**src/rtl/vga_pkg.sv**
```systemverilog
// Shared definitions for the VGA timing receiver.
// Holds the default active-area size, the standard 640x480@60 porch/sync
// constants, the counter saturation limit, CRC constants and the lock-FSM
// state encoding. No ports.
package vga_pkg;

  localparam int H_ACTIVE_DEF = 640;
  localparam int V_ACTIVE_DEF = 480;

  // 640x480 reference timing, in pixel clocks / lines
  localparam int H_FRONT = 16;
  localparam int H_SYNC  = 96;
  localparam int H_BACK  = 48;
  localparam int H_TOTAL = 800;
  localparam int V_FRONT = 10;
  localparam int V_SYNC  = 2;
  localparam int V_BACK  = 33;
  localparam int V_TOTAL = 525;

  localparam logic [10:0] CNT_MAX = 11'd2047;

  localparam logic [15:0] CRC_POLY = 16'h1021;
  localparam logic [15:0] CRC_SEED = 16'hFFFF;

  typedef enum logic [1:0] {
    ST_SEARCH = 2'd0,
    ST_ACQ    = 2'd1,
    ST_LOCK   = 2'd2
  } rx_state_t;

endpackage

```
**src/rtl/vga_crc16.sv**
```systemverilog
// CRC-16-CCITT accumulator (poly 0x1021, seed 0xFFFF), 16 data bits per
// enabled cycle, MSB first.
// Ports:
//   clk, rst_n : clock, asynchronous active-low reset (register -> seed)
//   clr        : reseed; if en is also high the word is folded into the seed
//   en         : absorb data this cycle
//   data[15:0] : word to absorb
//   crc[15:0]  : current accumulator value
module vga_crc16
  import vga_pkg::*;
(
  input  logic        clk,
  input  logic        rst_n,
  input  logic        clr,
  input  logic        en,
  input  logic [15:0] data,
  output logic [15:0] crc
);

  function automatic logic [15:0] crc_step(input logic [15:0] c, input logic [15:0] d);
    logic [15:0] r;
    logic        fb;
    r = c;
    for (int i = 15; i >= 0; i--) begin
      fb = r[15] ^ d[i];
      r  = {r[14:0], 1'b0} ^ (fb ? CRC_POLY : 16'h0000);
    end
    return r;
  endfunction

  always_ff @(posedge clk or negedge rst_n) begin
    if (!rst_n) begin
      crc <= CRC_SEED;
    end else if (clr) begin
      crc <= en ? crc_step(CRC_SEED, data) : CRC_SEED;
    end else if (en) begin
      crc <= crc_step(crc, data);
    end
  end

endmodule

```
**src/rtl/vga_timing_rx.sv**
```systemverilog
// VGA timing receiver: recovers active-area pixel coordinates from
// hsync/vsync/de, measures line length and active line count, and runs a
// SEARCH/ACQ/LOCK qualifier that declares lock after LOCK_FRAMES
// consecutive good frames.
// Optional build macro VGA_TIMING_RX_CRC_EN adds a per-frame CRC-16 over
// the active pixels (frame_crc / crc_valid).
// Ports:
//   clk, rst_n          : pixel clock, asynchronous active-low reset
//   hsync, vsync, de    : input timing (active level SYNC_ACT for syncs)
//   rgb_in[11:0]        : {r,g,b} pixel, qualified by de
//   px_x, px_y [10:0]   : active-area coordinates of px_rgb
//   px_valid            : px_x/px_y/px_rgb valid
//   px_rgb[11:0]        : pixel aligned with px_x/px_y
//   frame_start         : one-cycle pulse per vsync active edge
//   line_len[10:0]      : last measured de-high run length
//   frame_lines[10:0]   : last measured active-line count
//   locked              : lock FSM is in LOCK
//   err                 : sticky timing-error flag
//   frame_crc[15:0], crc_valid : (CRC build only) per-frame CRC and strobe
// All outputs appear two clocks after the input sample that caused them.
module vga_timing_rx
  import vga_pkg::*;
#(
  parameter int   H_ACTIVE    = H_ACTIVE_DEF,
  parameter int   V_ACTIVE    = V_ACTIVE_DEF,
  parameter logic SYNC_ACT    = 1'b0,
  parameter int   LOCK_FRAMES = 2
) (
  input  logic        clk,
  input  logic        rst_n,
  input  logic        hsync,
  input  logic        vsync,
  input  logic        de,
  input  logic [11:0] rgb_in,
  output logic [10:0] px_x,
  output logic [10:0] px_y,
  output logic        px_valid,
  output logic [11:0] px_rgb,
  output logic        frame_start,
  output logic [10:0] line_len,
  output logic [10:0] frame_lines,
  output logic        locked,
  output logic        err
`ifdef VGA_TIMING_RX_CRC_EN
  ,
  output logic [15:0] frame_crc,
  output logic        crc_valid
`endif
);

  localparam logic [10:0] H_EXP  = 11'(H_ACTIVE);
  localparam logic [10:0] V_EXP  = 11'(V_ACTIVE);
  localparam logic [3:0]  LOCK_N = 4'(LOCK_FRAMES);

  function automatic logic [10:0] sat_inc(input logic [10:0] v);
    return (v == CNT_MAX) ? v : v + 11'd1;
  endfunction

  logic        hs_p1, vs_p1, vld_p1;
  logic [11:0] rgb_p1;

  logic        vs_p2, vld_p2, fs_p2;
  logic [11:0] rgb_p2;
  logic [10:0] x_p2, y_p2;

  logic [10:0] h_cnt, lines_cnt, line_len_q, frame_lines_q;
  logic        line_seen, frame_bad, err_q;
  logic [3:0]  good_cnt;
  rx_state_t   state;

  logic        vs_edge, de_rise, de_fall, bad_line, frame_good;
  logic        sync_err, lock_loss, seen_next;
  logic [10:0] y_next;

  always_comb begin
    vs_edge    = (vs_p1 == SYNC_ACT) && (vs_p2 != SYNC_ACT);
    de_rise    = vld_p1 && !vld_p2;
    de_fall    = !vld_p1 && vld_p2;
    bad_line   = de_fall && (h_cnt != H_EXP);
    // A line ending on the same cycle as the vsync edge still belongs to
    // the closing frame, hence the bad_line term.
    frame_good = !frame_bad && !bad_line && (lines_cnt == V_EXP);
    sync_err   = vld_p1 && (hs_p1 == SYNC_ACT);
    lock_loss  = (state == ST_LOCK) && (bad_line || (vs_edge && !frame_good));

    // line_seen marks that the frame's first line has started; until then
    // a de rise keeps px_y at 0 instead of incrementing. A de rise on the
    // vsync edge itself opens line 0 of the new frame.
    y_next    = y_p2;
    seen_next = line_seen;
    if (vs_edge) begin
      y_next    = 11'd0;
      seen_next = 1'b0;
    end
    if (de_rise) begin
      y_next    = (vs_edge || !line_seen) ? 11'd0 : sat_inc(y_p2);
      seen_next = 1'b1;
    end
  end

  // Stage 1: input registers
  always_ff @(posedge clk or negedge rst_n) begin
    if (!rst_n) begin
      hs_p1  <= 1'b0;
      vs_p1  <= 1'b0;
      vld_p1 <= 1'b0;
      rgb_p1 <= '0;
    end else begin
      hs_p1  <= hsync;
      vs_p1  <= vsync;
      vld_p1 <= de;
      rgb_p1 <= rgb_in;
    end
  end

  // Stage 2: edge reference, coordinate counters, measurement and lock FSM
  always_ff @(posedge clk or negedge rst_n) begin
    if (!rst_n) begin
      vs_p2         <= 1'b0;
      vld_p2        <= 1'b0;
      fs_p2         <= 1'b0;
      rgb_p2        <= '0;
      x_p2          <= '0;
      y_p2          <= '0;
      h_cnt         <= '0;
      lines_cnt     <= '0;
      line_len_q    <= '0;
      frame_lines_q <= '0;
      line_seen     <= 1'b0;
      frame_bad     <= 1'b0;
      err_q         <= 1'b0;
      good_cnt      <= '0;
      state         <= ST_SEARCH;
    end else begin
      vs_p2     <= vs_p1;
      vld_p2    <= vld_p1;
      fs_p2     <= vs_edge;
      rgb_p2    <= rgb_p1;
      y_p2      <= y_next;
      line_seen <= seen_next;

      if (vld_p1) begin
        if (de_rise) begin
          x_p2  <= 11'd0;
          h_cnt <= 11'd1;
        end else begin
          x_p2  <= sat_inc(x_p2);
          h_cnt <= sat_inc(h_cnt);
        end
      end

      if (de_fall) begin
        line_len_q <= h_cnt;
      end

      if (vs_edge) begin
        frame_lines_q <= lines_cnt;
        lines_cnt     <= de_rise ? 11'd1 : 11'd0;
        frame_bad     <= 1'b0;
      end else begin
        if (de_rise) begin
          lines_cnt <= sat_inc(lines_cnt);
        end
        if (bad_line) begin
          frame_bad <= 1'b1;
        end
      end

      if (lock_loss || sync_err) begin
        err_q <= 1'b1;
      end

      case (state)
        ST_SEARCH: begin
          if (vs_edge) begin
            state    <= ST_ACQ;
            good_cnt <= '0;
          end
        end
        ST_ACQ: begin
          if (vs_edge) begin
            if (frame_good) begin
              good_cnt <= good_cnt + 4'd1;
              if ((good_cnt + 4'd1) == LOCK_N) begin
                state <= ST_LOCK;
              end
            end else begin
              good_cnt <= '0;
            end
          end
        end
        ST_LOCK: begin
          if (lock_loss) begin
            state    <= ST_SEARCH;
            good_cnt <= '0;
          end
        end
        default: begin
          state    <= ST_SEARCH;
          good_cnt <= '0;
        end
      endcase
    end
  end

  // Stage 3: registered outputs
  always_ff @(posedge clk or negedge rst_n) begin
    if (!rst_n) begin
      px_x        <= '0;
      px_y        <= '0;
      px_valid    <= 1'b0;
      px_rgb      <= '0;
      frame_start <= 1'b0;
      line_len    <= '0;
      frame_lines <= '0;
      locked      <= 1'b0;
      err         <= 1'b0;
    end else begin
      px_x        <= x_p2;
      px_y        <= y_p2;
      px_valid    <= vld_p2;
      px_rgb      <= rgb_p2;
      frame_start <= fs_p2;
      line_len    <= line_len_q;
      frame_lines <= frame_lines_q;
      locked      <= (state == ST_LOCK);
      err         <= err_q;
    end
  end

`ifdef VGA_TIMING_RX_CRC_EN
  logic [15:0] crc_cur, crc_p2;
  logic        crc_vld_p2;

  // The word on the vsync-edge cycle is the first of the new frame, so the
  // closing value is taken from the accumulator before that cycle's update.
  vga_crc16 u_crc (
    .clk   (clk),
    .rst_n (rst_n),
    .clr   (vs_edge),
    .en    (vld_p1),
    .data  ({4'h0, rgb_p1}),
    .crc   (crc_cur)
  );

  // Stage 2: capture closing CRC
  always_ff @(posedge clk or negedge rst_n) begin
    if (!rst_n) begin
      crc_p2     <= '0;
      crc_vld_p2 <= 1'b0;
    end else begin
      crc_vld_p2 <= vs_edge;
      if (vs_edge) begin
        crc_p2 <= crc_cur;
      end
    end
  end

  // Stage 3: registered CRC outputs
  always_ff @(posedge clk or negedge rst_n) begin
    if (!rst_n) begin
      frame_crc <= '0;
      crc_valid <= 1'b0;
    end else begin
      frame_crc <= crc_p2;
      crc_valid <= crc_vld_p2;
    end
  end
`endif

endmodule

```
**config.mk**
```make
export PLATFORM = sky130hd
export DESIGN_NAME = vga_timing_rx
export DESIGN_NICKNAME = d
export VERILOG_FILES = /design/src/rtl/vga_pkg.sv /design/src/rtl/vga_crc16.sv /design/src/rtl/vga_timing_rx.sv
export SDC_FILE = /design/constraint.sdc
export NUM_CORES = 1
export LEC_CHECK = 0
export CORE_MARGIN = 2
export CORE_UTILIZATION = 49
export CTS_CLUSTER_SIZE = 14
export DETAILED_ROUTE_END_ITERATION = 8
export GPL_ROUTABILITY_DRIVEN = 0
export PLACE_DENSITY = 0.77
export SETUP_SLACK_MARGIN = 0.2
export SYNTH_ARGS = -nofsm -noshare
export SYNTH_HDL_FRONTEND = slang
export SYNTH_HIERARCHICAL = 1
export SYNTH_SLANG_ARGS = --single-unit
```
**constraint.sdc**
```tcl
create_clock -name clk -period 2 [get_ports clk]
set_clock_uncertainty 0.2 [all_clocks]
set_input_delay 0.2 -clock clk [delete_from_list [all_inputs] [get_ports clk]]
set_output_delay 0.2 -clock clk [all_outputs]
set_load 0.01 [all_outputs]
```
==> results of run 1 <==
==> cell families after synthesis <==
family | count (synthesis)
multiplexers | 12
AND/OR/NAND/NOR | 177
flip-flops | 165
XOR/XNOR | 23
AO/OA/AOI/OAI | 57
buffers and inverters | 27
adder cells (fa/ha/maj) | 8
==> flip-flops by register name, summed over array words and instances (netlist names), 2 cells and up <==
register,cells
frame_lines,11
frame_lines_q,11
good_cnt,4
h_cnt,11
line_len,11
line_len_q,11
lines_cnt,11
px_rgb,12
px_x,11
px_y,11
rgb_p1,12
rgb_p2,12
state,2
x_p2,11
y_p2,11
==> power by group through the flow <==
stage | combinational [W] | sequential, W | clock [W]
after floorplan | 0.000212 | 0.00367 | 0
after global placement | 0.000570 | 0.00364 | 0
after detailed placement | 0.000592 | 0.00365 | 0
after CTS | 0.000674 | 0.00359 | 0.00342
after global routing | 0.000780 | 0.00362 | 0.00357
final | 0.000717 | 0.00360 | 0.00336
==> per-layer routing <==
layer	GRT usage, %	share of wire [%]	wire (µm)
met5	0	0	0
met1	24.6	42	5320
met2	32.4	51	6570
met3	5.11	5.1	649
met4	10.4	2.0	253
==> cell usage in the layout (no fill, tap or decap), types with 8 or more instances in the layout <==
master           instances
nand2_1                 60
mux2_2                   9
o21ai_0                 13
clkdlybuf4s50_1         75
buf_4                   44
xnor2_1                 10
buf_6                    8
nor2_1                  37
dfrtp_1                158
inv_1                    8
nand3_1                 14
clkbuf_16               17
nand4_1                  9
xor2_1                  13
nor3_1                  10
==> critical path: cells and delay by family (launching register included) <==
family,cells,cell delay [ns]
AO/OA/AOI/OAI,1,0.10
adder cells (fa/ha/maj),1,0.12
buffers and inverters,1,0.08
flip-flops,1,0.39
multiplexers,1,0.31
AND/OR/NAND/NOR,3,0.76
==> timing repair <==
item	CTS	global route
hold buffers	7	0
setup buffers	14	9
pin swaps	16	27
hold endpoints to repair	171	0
resized for setup	29	37
setup endpoints to repair	36	39
==> layout make-up <==
class | count | area share (%)
sequential | 165 | 49.6
clock inverter | 9 | 1.47
inverter | 11 | 0.495
clock buffer | 23 | 5.98
multi-input combinational | 277 | 24.4
timing repair buffer | 138 | 15.8
tap | 147 | 2.21
==> per-stage QoR <==
stage          cell area (µm²)  setup slack (ns)  instances  hold slack [ns]  setup TNS, ns
3_5_place_dp              7200           -0.0814        708          -0.0180         -0.126
4_1_cts                   8120           -0.0808        761         0.000793         -0.281
6_report                  8330           -0.0912        770           0.0167         -0.337
3_3_place_gp              7200           -0.0282        708          -0.0254        -0.0282
5_1_grt                   8330            -0.164        770          0.00846          -1.20
2_1_floorplan             6040           -0.0427        469           -0.296        -0.0427
==> worst max path at each step <==
| stage | endpoint | slack [ns] | cells past startpoint | from |
|---|---|---|---|---|
| finish | good_cnt[1] | -0.09 | 7 | lines_cnt[0] |
| global route | good_cnt[1] | -0.16 | 7 | lines_cnt[0] |
| CTS | good_cnt[1] | -0.08 | 7 | lines_cnt[0] |
| detailed placement | good_cnt[1] | -0.08 | 7 | lines_cnt[1] |
| global placement | good_cnt[1] | -0.03 | 7 | lines_cnt[0] |
| floorplan | good_cnt[1] | -0.04 | 7 | lines_cnt[0] |
==> results.py, run 1 <==
metrics = {
    "grt": {
        "grt_usage_pct": 19.9,
        "antenna_found_initial": 0,
        "grt_pass1_vias": 4158,
        "grt_max_degree": 53,
        "grt_first_pass_wirelength_um": 20100,
        "grt_overflow_total": 0,
    },
    "clocking": {
        "clock_sinks": 165,
        "path_clk_slew_ns": 0.06,
        "cts_tree": "built",
        "numCtsBuffers": 17,
        "cts_root_buffer": "clkbuf_16",
        "cts_htree_levels": 4,
        "clock_latency_ns": 0.43,
        "clockBufferDepth": 2,
    },
    "hold_path": {
        "hold_class": "input port to flop",
        "holdPathStages": 1,
        "min-delay-start": "rgb_in[7]",
        "hold-path-endpoint": "rgb_p1[7]",
    },
    "timing": {
        "rsz0062_at_grt": "yes",
        "finalHoldViolCount": 0,
        "slew_violations": 0,
        "finalSetupViolations": 8,
        "worst_slack_ns": -0.0912,
        "tightest_slew_ns": 0.487,
        "period_needed_ns": 2.09,
        "fmax_mhz": 478,
        "slew_headroom_pct": 67.6,
        "min_period_over_period_pct": 105,
    },
    "synth": {
        "postSynthAreaPerCell_um2": 12.9,
        "synth_flop_cell": "dfrtp_1",
        "async_flop_share_pct": 100,
        "yosysMostFrequentCell": "dfrtp_1",
        "synth.area.top_cells": "dfrtp_1 (68%), nand2_1 (3.9%), nor2_1 (2.3%), xor2_1 (1.9%), mux2_2 (1.7%)",
        "yosys.area.top_type_share_pct": 68.5,
        "synth_compound_area_share_pct": 7.33,
        "synth_area_leader_cell": "dfrtp_1",
        "synth_top_family_by_area": "simple AND/OR/NAND/NOR gates",
        "yosys.area_share.simple_pct": 15.1,
        "synthAdderAreaFrac_pct": 1.66,
        "ys_ff_latch": 165,
        "synthesis.nets": 494,
        "synthesis.area_um2": 6030,
        "synth_edf_count": 0,
        "synth_warnings": 6,
        "synth_cell_types": 58,
        "ys_seq_area_share_pct": 68.5,
        "yosys-top-cells-count": "dfrtp_1 (165), nand2_1 (63), nor2_1 (37)",
        "muxShareOfSynthArea_pct": 2.26,
        "synthCells": 469,
        "synthXorXnorAreaFrac_pct": 3.34,
    },
    "setup_path": {
        "worstRegToRegCells": 7,
        "path_class": "flop to flop",
        "r2r_end": "good_cnt[1]",
        "cp_data_arrival_time_ns": 2.20,
        "crit_path_start_kind": "flop",
        "rrSetupSlack_ns": -0.09,
        "path_cells": "inv_2 -> ha_4 -> or4b_4 -> nor3_4 -> a21oi_2 -> nor2_4 -> mux2_4",
        "required_ns": 2.11,
        "regToRegStartpoint": "lines_cnt[0]",
        "endpoint_kind": "flop",
        "cp_max_fo": 3,
        "critical_path.slowest_cell": "or4b_4",
        "slowest_delay_ns": 0.48,
    },
    "outcome": {
        "violations": "setup timing",
        "status": "finished, violations left",
    },
    "die": {
        "io_pins": 77,
        "core_area_um2": 12000,
        "die_w_um": 115,
        "rows": 40,
        "die_h_um": 115,
        "start_util_pct": 50.2,
        "dieArea_um2": 13200,
    },
    "finish": {
        "drive_above_1_share_pct": 24.7,
        "multi_input_area_um2": 2030,
        "areaGrowthSynthToFinish_pct": 38.2,
        "post-route-util_pct": 69.4,
        "regArea_um2": 4140,
        "finalNetCount": 635,
        "fillers": 777,
        "antenna_cells": 0,
    },
    "detailed_routing": {
        "ant_nets": 0,
        "vias": 4150,
        "drtIter0Drc": 361,
        "vias_per_cell": 5.39,
        "wl_um": 12800,
        "route.detailed.drc": 0,
        "detail_route.wl_per_cell_um": 16.6,
        "dr.pass1.iters": 4,
    },
    "power": {
        "p_per_area_nw_per_um2": 922,
        "p_comb_share_pct": 9.3,
        "leakage_nw": 3.85,
        "p_int_w": 0.00598,
        "power_w": 0.00768,
        "clockPowerShare_pct": 43.8,
        "swShare_pct": 22.1,
        "peakVddDrop_v": 0.000638,
        "seqPwrFrac_pct": 46.9,
        "p_switching_w": 0.00170,
    },
    "run": {
        "drv_cap": 0,
    },
    "place": {
        "port_buffers": 76,
        "place_hpwl_um": 7750,
    },
}
Note: power is estimated with default switching activity, not from simulation.
==> run 2, diff against run 1 <==
Settings changed: PLACE_DENSITY 0.77 to 0.75.
==> run 2 against run 1 <==
Net effect: the run still ends with setup timing left; register-to-register slack about the same; global-route usage up 0.39 points; worst hold slack worse by 0.016 ns; final cell count up 1.8%.
==> results.py, run 2 (synthesized netlist as in run 1, its figures left out) <==
metrics = {
    "grt": {
        "antenna_found_initial": 0,
        "grt_max_degree": 47,
        "grt_overflow_total": 0,
        "grt_first_pass_wirelength_um": 20500,
        "grt_usage_pct": 20.3,
        "grt_pass1_vias": 4213,
    },
    "detailed_routing": {
        "detail_route.wl_per_cell_um": 16.5,
        "ant_nets": 0,
        "dr.pass1.iters": 6,
        "drtIter0Drc": 316,
        "vias": 4157,
        "wl_um": 13000,
        "vias_per_cell": 5.30,
        "route.detailed.drc": 0,
    },
    "setup_path": {
        "cp-endpoint": "good_cnt[1]",
        "path_class": "flop to flop",
        "startpoint": "lines_cnt[1]",
        "critical_path.slowest_cell": "or4b_4",
        "path_buf_inv": 1,
        "cp_top_family": "simple AND/OR/NAND/NOR gates",
        "r2r_end": "good_cnt[1]",
        "crit_path_start_kind": "flop",
        "endpoint_kind": "flop",
        "cp_max_fo": 4,
        "path_cells": "inv_2 -> ha_4 -> or4b_4 -> nor3_4 -> a21oi_2 -> nor2_4 -> mux2_4",
        "cp_data_arrival_time_ns": 2.21,
        "cp_num_cells": 7,
        "regToRegStartpoint": "lines_cnt[1]",
        "slowest_delay_ns": 0.47,
        "required_ns": 2.12,
        "worstRegToRegCells": 7,
        "rrSetupSlack_ns": -0.09,
    },
    "finish": {
        "fillers": 774,
        "multi_input_area_um2": 2090,
        "drive_above_1_share_pct": 30.0,
        "fin_cells": 784,
        "layout_commonest_cell": "dfrtp_1",
        "finalNetCount": 649,
        "final_cell_mix": "dfrtp_1 (155), clkdlybuf4s50_1 (75), nand2_1 (59), buf_4 (57), nor2_1 (36)",
        "antenna_cells": 0,
        "reg.largest.list": "px_rgb x12, rgb_p1 x12, rgb_p2 x12",
        "regArea_um2": 4140,
        "final_area_um2": 8500,
        "areaGrowthSynthToFinish_pct": 40.9,
    },
    "power": {
        "seqPwrFrac_pct": 46.4,
        "p_per_area_nw_per_um2": 915,
        "p_comb_share_pct": 9.2,
        "leakage_nw": 3.86,
        "swShare_pct": 23.2,
        "p_int_w": 0.00597,
        "p_switching_w": 0.00181,
        "clockPowerShare_pct": 44.4,
        "peakVddDrop_v": 0.000511,
    },
    "timing": {
        "finalHoldViolCount": 0,
        "min_period_over_period_pct": 105,
        "period_needed_ns": 2.09,
        "fmax_mhz": 478,
        "slew_headroom_pct": 70.9,
        "slew_violations": 0,
        "finalSetupViolations": 6,
        "rsz0062_at_grt": "yes",
        "tightest_slew_ns": 0.436,
        "worst_slack_ns": -0.0934,
    },
    "clocking": {
        "cts_htree_levels": 4,
        "clock_sinks": 165,
        "clockBufferDepth": 2,
        "numCtsBuffers": 17,
        "cts_tree": "built",
        "clock_latency_ns": 0.43,
        "cts_root_buffer": "clkbuf_16",
        "path_clk_slew_ns": 0.06,
    },
    "place": {
        "dp_cells": 716,
        "place_hpwl_um": 7710,
        "placed_area_um2": 7250,
        "port_buffers": 76,
    },
    "run": {
        "drv_cap": 0,
    },
    "outcome": {
        "violations": "setup timing",
        "status": "finished, violations left",
    },
    "die": {
        "io_pins": 77,
        "die_w_um": 115,
        "die_h_um": 115,
        "rows": 40,
        "start_util_pct": 50.2,
        "dieArea_um2": 13200,
        "core_area_um2": 12000,
    },
    "hold_path": {
        "hold_class": "input port to flop",
    },
}
run 2: area by class of cell:
| type | count | area share, % |
|---|---|---|
| clock buffers | 18 | 5.05 |
| clock inverters | 14 | 2.37 |
| inverters | 11 | 0.530 |
| multi-input cells | 277 | 24.6 |
| flip-flops and latches | 165 | 48.7 |
| well taps | 147 | 2.16 |
| repair buffers | 152 | 16.6 |
run 2: worst min-delay path by stage:
stage                     startpoint           to  slack (ns)  cells past startpoint
final                     rgb_in[11]   rgb_p1[11]      0.0009                      1
after global placement         rst_n        fs_p2       -0.05                      1
after CTS                 rgb_in[11]   rgb_p1[11]       0.001                      1
after detailed placement       rst_n  frame_start       -0.04                      1
after global routing              de       vld_p1       0.006                      1
after floorplan                rst_n          err       -0.30                      0
run 2: power groups by stage:
stage / sequential [W] / clock (W) / combinational, W
finish: 0.00360 / 0.00345 / 0.000719
detailed placement: 0.00366 / 0 / 0.000597
global route: 0.00362 / 0.00366 / 0.000794
floorplan: 0.00367 / 0 / 0.000212
global placement: 0.00364 / 0 / 0.000577
CTS: 0.00360 / 0.00348 / 0.000652
run 2: what timing repair did:
action | CTS | global route
hold buffers | 3 | 2
buffers inserted | 14 | 17
gates cloned | 0 | 0
pin swaps | 13 | 33
endpoints found under the hold margin | 167 | 2
gates resized for setup | 36 | 52
setup endpoints to repair | 32 | 43
run 2: stage by stage:
step	total power, W	hold slack [ns]	setup WS (ns)	utilization [%]	setup TNS [ns]
floorplan	0.00388	-0.296	-0.0427	-	-0.0427
global placement	0.00422	-0.0512	-0.0250	60.3	-0.0250
detailed placement	0.00425	-0.0411	-0.0629	60.3	-0.0629
CTS	0.00773	0.00120	-0.0732	67.9	-0.156
global route	0.00807	0.00604	-0.152	70.7	-0.690
finish	0.00777	0.000921	-0.0934	70.7	-0.228
run 2: worst register-to-register path, cell delays in order (launching register included):
cell     delay, ns
dfrtp_1       0.40
inv_2         0.09
ha_4          0.12
or4b_4        0.47
nor3_4        0.19
a21oi_2       0.10
nor2_4        0.11
mux2_4        0.30
run 2: routing by layer:
| metal | global-route usage (%) | vias to the layer above | routed length, µm |
|---|---|---|---|
| met2 | 33.1 | 140 | 6600 |
| met4 | 10.4 | 0 | 325 |
| met3 | 5.59 | 27 | 589 |
| li1 | - | 1929 | - |
| met1 | 25.0 | 2061 | 5460 |
| met5 | 0 | - | 0 |
